$ cat src/rtl/imm_pkg.sv
// Shared types and instruction field positions for the pipelined immediate generator.
package imm_pkg;

    typedef enum logic [2:0] {
        SEL_S    = 3'd0,
        SEL_I    = 3'd1,
        SEL_B    = 3'd2,
        SEL_J    = 3'd3,
        SEL_U    = 3'd4,
        SEL_Z    = 3'd5,
        SEL_SH   = 3'd6,
        SEL_NONE = 3'd7
    } imm_sel_e;

    typedef enum logic [1:0] {
        ST_EMPTY = 2'd0,
        ST_ONE   = 2'd1,
        ST_TWO   = 2'd2
    } occ_state_e;

    localparam int INSTR_LSB = 7;
    localparam int SIGN_BIT  = 31;
    localparam int RS1_HI    = 19;
    localparam int RS1_LO    = 15;
    localparam int SHAMT_HI  = 25;
    localparam int SHAMT_LO  = 20;

endpackage

$ cat src/rtl/imm_decode.sv
// Combinational immediate extraction from instruction bits [31:7], extended to XLEN.
module imm_decode
    import imm_pkg::*;
#(
    parameter int XLEN = 32
) (
    input  logic [24:0]     instr_i,
    input  logic [2:0]      sel_i,
    output logic [XLEN-1:0] imm_o,
    output logic            illegal_o
);

    // Indexed by real instruction bit numbers so the format table reads like the ISA manual.
    logic [SIGN_BIT:INSTR_LSB] ins;
    logic [31:0]               v32;
    logic                      sext;

    assign ins = instr_i;

    always_comb begin
        v32       = '0;
        sext      = 1'b1;
        illegal_o = 1'b0;
        case (imm_sel_e'(sel_i))
            SEL_S:  v32 = {{20{ins[SIGN_BIT]}}, ins[31:25], ins[11:7]};
            SEL_I:  v32 = {{20{ins[SIGN_BIT]}}, ins[31:20]};
            SEL_B:  v32 = {{19{ins[SIGN_BIT]}}, ins[31], ins[7], ins[30:25], ins[11:8], 1'b0};
            SEL_J:  v32 = {{11{ins[SIGN_BIT]}}, ins[31], ins[19:12], ins[20], ins[30:21], 1'b0};
            SEL_U:  v32 = {ins[31:12], 12'b0};
            SEL_Z: begin
                sext = 1'b0;
                v32  = {27'b0, ins[RS1_HI:RS1_LO]};
            end
            SEL_SH: begin
                sext = 1'b0;
                if (XLEN == 64) begin
                    v32 = {26'b0, ins[SHAMT_HI:SHAMT_LO]};
                end else begin
                    v32       = {27'b0, ins[SHAMT_HI-1:SHAMT_LO]};
                    illegal_o = ins[SHAMT_HI];
                end
            end
            default: begin
                v32  = '0;
                sext = 1'b0;
            end
        endcase
        imm_o = sext ? XLEN'($signed(v32)) : XLEN'(v32);
    end

endmodule

$ cat src/rtl/imm_gen_pipe.sv
// Registered immediate generator with a 2-entry skid buffer and synchronous flush.
//   state    | meaning
//   ST_EMPTY | no entry held; out_valid=0, in_ready=1
//   ST_ONE   | output register full, skid empty; in_ready=1
//   ST_TWO   | output register and skid full; in_ready=0
module imm_gen_pipe
    import imm_pkg::*;
#(
    parameter int XLEN  = 32,
    parameter int TAG_W = 8
) (
    input  logic             clk,
    input  logic             rst_n,
    input  logic             flush,
    input  logic             in_valid,
    output logic             in_ready,
    input  logic [24:0]      in_instr,
    input  logic [2:0]       in_sel,
    input  logic [TAG_W-1:0] in_tag,
    output logic             out_valid,
    input  logic             out_ready,
    output logic [XLEN-1:0]  out_imm,
    output logic [TAG_W-1:0] out_tag,
    output logic             out_illegal
);

    occ_state_e       state_q;
    logic [XLEN-1:0]  out_imm_q, skid_imm_q;
    logic [TAG_W-1:0] out_tag_q, skid_tag_q;
    logic             out_ill_q, skid_ill_q;
    logic [XLEN-1:0]  dec_imm;
    logic             dec_ill;
    logic             accept, drain;

    imm_decode #(.XLEN(XLEN)) u_decode (
        .instr_i   (in_instr),
        .sel_i     (in_sel),
        .imm_o     (dec_imm),
        .illegal_o (dec_ill)
    );

    assign in_ready  = (state_q != ST_TWO);
    assign out_valid = (state_q != ST_EMPTY);
    assign accept    = in_valid & in_ready & ~flush;
    assign drain     = out_valid & out_ready;

    always_ff @(posedge clk or negedge rst_n) begin
        if (!rst_n) begin
            state_q    <= ST_EMPTY;
            out_imm_q  <= '0;
            out_tag_q  <= '0;
            out_ill_q  <= 1'b0;
            skid_imm_q <= '0;
            skid_tag_q <= '0;
            skid_ill_q <= 1'b0;
        end else if (flush) begin
            // Data registers keep their last value; only occupancy is cleared.
            state_q <= ST_EMPTY;
        end else begin
            case (state_q)
                ST_EMPTY: begin
                    if (accept) begin
                        out_imm_q <= dec_imm;
                        out_tag_q <= in_tag;
                        out_ill_q <= dec_ill;
                        state_q   <= ST_ONE;
                    end
                end
                ST_ONE: begin
                    if (accept && !drain) begin
                        skid_imm_q <= dec_imm;
                        skid_tag_q <= in_tag;
                        skid_ill_q <= dec_ill;
                        state_q    <= ST_TWO;
                    end else if (accept) begin
                        out_imm_q <= dec_imm;
                        out_tag_q <= in_tag;
                        out_ill_q <= dec_ill;
                    end else if (drain) begin
                        state_q <= ST_EMPTY;
                    end
                end
                ST_TWO: begin
                    if (drain) begin
                        out_imm_q <= skid_imm_q;
                        out_tag_q <= skid_tag_q;
                        out_ill_q <= skid_ill_q;
                        state_q   <= ST_ONE;
                    end
                end
                default: state_q <= ST_EMPTY;
            endcase
        end
    end

    assign out_imm     = out_imm_q;
    assign out_tag     = out_tag_q;
    assign out_illegal = out_ill_q;

endmodule
$ cat config.mk
export PLATFORM = sky130hd
export DESIGN_NAME = imm_gen_pipe
export DESIGN_NICKNAME = d
export VERILOG_FILES = /design/src/rtl/imm_pkg.sv /design/src/rtl/imm_decode.sv /design/src/rtl/imm_gen_pipe.sv
export SDC_FILE = /design/constraint.sdc
export NUM_CORES = 1
export LEC_CHECK = 0
export CAP_MARGIN = 20
export CORE_UTILIZATION = 50
export DETAILED_ROUTE_END_ITERATION = 12
export PLACE_DENSITY = 0.89
export SKIP_LAST_GASP = 1
export SLEW_MARGIN = 10
export SYNTH_ARGS = -nofsm -noshare
export SYNTH_HDL_FRONTEND = slang
export SYNTH_SLANG_ARGS = --single-unit
$ cat constraint.sdc
create_clock -name clk -period 1.6 [get_ports clk]
set_input_delay 0.48 -clock clk [delete_from_list [all_inputs] [get_ports clk]]
set_output_delay 0.48 -clock clk [all_outputs]
set_load 0.01 [all_outputs]
==> metrics.yaml <==
floorplan:
  coreArea_mm2: 0.00785
  num_rows: 32
  start_util_pct: 52.3
  die_x_um: 92.6
  die-area_mm2: 0.00858
  io_pins: 84
  die_y_um: 92.6
layout:
  syn_to_final_growth_pct: 57.0
  drive_above_1_share_pct: 33.6
  final_common_cell: "dfrtp_1"
  layout.nets: 620
  n_antenna_cell: 0
  postLayoutCoreUtil_pct: 82.2
  final_cell_mix: "dfrtp_1 (84), nand2_1 (51), dlygate4sd2_1 (48)"
  fin_cells: 686
timing:
  finalHoldViolCount: 0
  fin_ws_ns: -0.255
  slew_headroom_pct: 55.3
  rsz0062_at_grt: "true"
  fin_worst_skew_ns: 0.0157
  finalSetupViolCount: 81
  fin_crit_ns: 1.85
  final.period_utilization_pct: 116
  drv_slew: 0
  finalSetupTns_ns: -8.98
  fmax_mhz: 539
  worst_pin_slew_ns: 0.662
clock_network:
  h-tree-depth: 3
  ctsHoldBuffers: 0
  cts_buffers: 9
  clock_latency_ns: 0.37
  clk_pin_slew_ns: 0.10
  cts_tree: "yes"
  clockBufferDepth: 2
  clock-sinks: 84
  cts-root-buf: "clkbuf_8"
drt:
  vias_per_cell: 6.64
  drt-wirelength-per-cell_um: 24.4
  detailedRoute.firstPassIterationCount: 5
  post-route-drc-count: 0
  via_count: 4553
  drt_wl_total_um: 16700
  drt_iter0_drc: 540
  postRouteAntennaNets: 0
logic_synthesis:
  avgSynthCellArea_um2: 9.25
  ys_types: 41
  syn-cell-area_mm2: 0.00411
  synth-seq-cells: 84
  synth_area_leaders: "dfrtp_1 (51%), nand2_1 (6.5%), o21ai_0 (5.8%), a21oi_1 (4.4%), mux2_2 (3.8%)"
  yosysTopAreaCell: "dfrtp_1"
  syn_nets: 485
  synthCells: 444
  yosysWarningCount: 0
  yosysSeqAreaShare_pct: 51.2
  netlist.area_leader.share_pct: 51.2
setup_path:
  worstReg2RegStart: "state_q[1]$_DFFE_PN0P_"
  timing.rr.end: "out_imm[21]$_DFFE_PN0P_"
  crit_type: "reg2reg"
  crit_path_start_kind: "flop"
  reg2regPathDepth: 7
  timing.critical_path.mode_cell: "buf_6"
  required_ns: 1.91
  crit_path_end_kind: "flop"
  r2r_slack_ns: -0.25
  path_cells: "buf_6 -> mux2i_4 -> buf_6 -> o31a_4 -> buf_12 -> a211oi_1 -> a21o_1"
  cp_data_arrival_time_ns: 2.16
  slowest_stage: "dfrtp_1"
  worstPathMaxFanout: 3
  cp_slowest_stage_delay_ns: 0.42
placement:
  post-dp-hpwl_um: 7880
  gp_congestion: 0.868
  post-place-ws_ns: -0.689
  placedCellCount: 643
  io_buffers: 83
flow_run:
  drv_cap: 0
hold_path:
  hold_class: "in2async"
pwr:
  p_total_mw: 6.58
  max-vdd-ir-drop_mv: 0.612
  power_frac_comb_pct: 28.6
  static-leakage-power_nw: 2.95
  switching_share_pct: 33.2
  p_int_mw: 4.39
  powerDensity_mw_per_mm2: 1020
  clkPwrFrac_pct: 27.0
  seq_power_share_pct: 44.4
  power_switching_mw: 2.19
global_routing:
  antenna_found_initial: 0
  grt_max_degree: 38
  first_global_vias: 4377
  grt_pass1_wl_um: 22500
  globalRoute.totalOverflow: 0
  grtUsageTotal_pct: 34.4
run_status:
  outcome: "complete, but fails checks"
  violations: "negative setup slack"
[power by group through the flow]
stage / sequential, mW / clock, mW / combinational (mW)
after floorplan: 2.86 / 0 / 0.600
after global placement: 2.79 / 0 / 1.43
after detailed placement: 2.83 / 0 / 1.48
after CTS: 2.81 / 1.72 / 1.61
after global routing: 2.94 / 1.83 / 1.99
final: 2.92 / 1.78 / 1.88
[cell usage after synthesis]
| master | n |
|---|---|
| o22ai_1 | 1 |
| nand3b_1 | 4 |
| nand2_1 | 71 |
| a22oi_1 | 1 |
| o21ai_1 | 3 |
| and2b_1 | 2 |
| o31a_1 | 1 |
| buf_2 | 19 |
| a2111oi_0 | 2 |
| o31ai_2 | 1 |
| a221oi_1 | 1 |
| nand4_1 | 1 |
| clkbuf_1 | 15 |
| a211o_1 | 6 |
| inv_1 | 1 |
| nor3b_2 | 2 |
| nand3_1 | 8 |
| dfrtp_1 | 84 |
| buf_6 | 3 |
| nor3_1 | 1 |
| o211ai_1 | 1 |
| a31oi_1 | 20 |
| o311ai_0 | 4 |
| nand4bb_1 | 1 |
| nor2b_1 | 8 |
| and3_1 | 7 |
| o21bai_1 | 1 |
| a211oi_1 | 5 |
| nand2b_1 | 10 |
| or2_2 | 1 |
| inv_2 | 1 |
| nor2_1 | 36 |
| o31ai_1 | 5 |
| a21oi_1 | 36 |
| a21o_1 | 9 |
| o21ai_0 | 48 |
| mux2i_1 | 2 |
| mux2_2 | 14 |
| a22o_1 | 1 |
| o211a_1 | 4 |
| nor3b_1 | 3 |
[cell families after synthesis]
group                  count (synthesis)  share of synthesized area (%)
AND/OR/NAND/NOR                      155                           17.5
AO/OA/AOI/OAI                        150                           22.3
flip-flops                            84                           51.2
buffers and inverters                 39                           4.69
multiplexers                          16                           4.33
[layout make-up]
type                            count  area [µm²]
Clock buffer                       10         138
Clock inverter                      6        86.3
Fill cell                         392        1400
Inverter                            2        7.51
Multi-Input combinational cell    323        2330
Sequential cell                    84        2100
Tap cell                          102         128
Timing Repair Buffer              159        1660
[repair_timing]
item | in CTS | in global routing
resized for setup | 135 | 96
endpoints found under the setup margin | 125 | 84
buffers inserted | 11 | 9
gates cloned | 6 | 6
pin swaps | 28 | 29
[registers in the layout (all words and copies together), names as in the netlist]
name and cells:
out_illegal 1, out_imm 32, out_tag 8, skid_ill_q 1, skid_imm_q 32, skid_tag_q 8
state_q 2
[per-layer routing]
metal	share of wire, %	global-route usage (%)	up-vias
met4	7.2	19.1	0
li1	-	-	1856
met1	36	42.4	2178
met5	0	0	-
met2	47	57.8	395
met3	9.8	5.25	124
[metrics by stage]
stage	instance area, µm²	hold WS, ns
floorplan	4110	0.184
global placement	5370	0.390
detailed placement	5370	0.392
CTS	6070	0.0163
global route	6450	0.0214
finish	6450	0.00927
[worst max-delay path, delay by kind of cell (launching register included)]
family	cells	cell delay, ns
AO/OA/AOI/OAI	3	0.73
buffers and inverters	3	0.43
flip-flops	1	0.42
multiplexers	1	0.20
[worst max-delay path by stage]
| stage | startpoint | endpoint | slack, ns | cells past startpoint |
|---|---|---|---|---|
| 6_report | state_q[1]$_DFFE_PN0P_ | out_imm[21]$_DFFE_PN0P_ | -0.25 | 7 |
| 5_1_grt | state_q[1]$_DFFE_PN0P_ | out_imm[21]$_DFFE_PN0P_ | -0.29 | 7 |
| 4_1_cts | state_q[1]$_DFFE_PN0P_ | in_ready | -0.17 | 3 |
| 3_5_place_dp | in_sel[2] | out_imm[13]$_DFFE_PN0P_ | -0.69 | 7 |
| 3_3_place_gp | in_sel[2] | skid_imm_q[15]$_DFFE_PN0P_ | -0.56 | 7 |
| 2_1_floorplan | in_sel[2] | skid_imm_q[0]$_DFFE_PN0P_ | 0.03 | 5 |
Note: power is estimated with default switching activity, not from simulation.
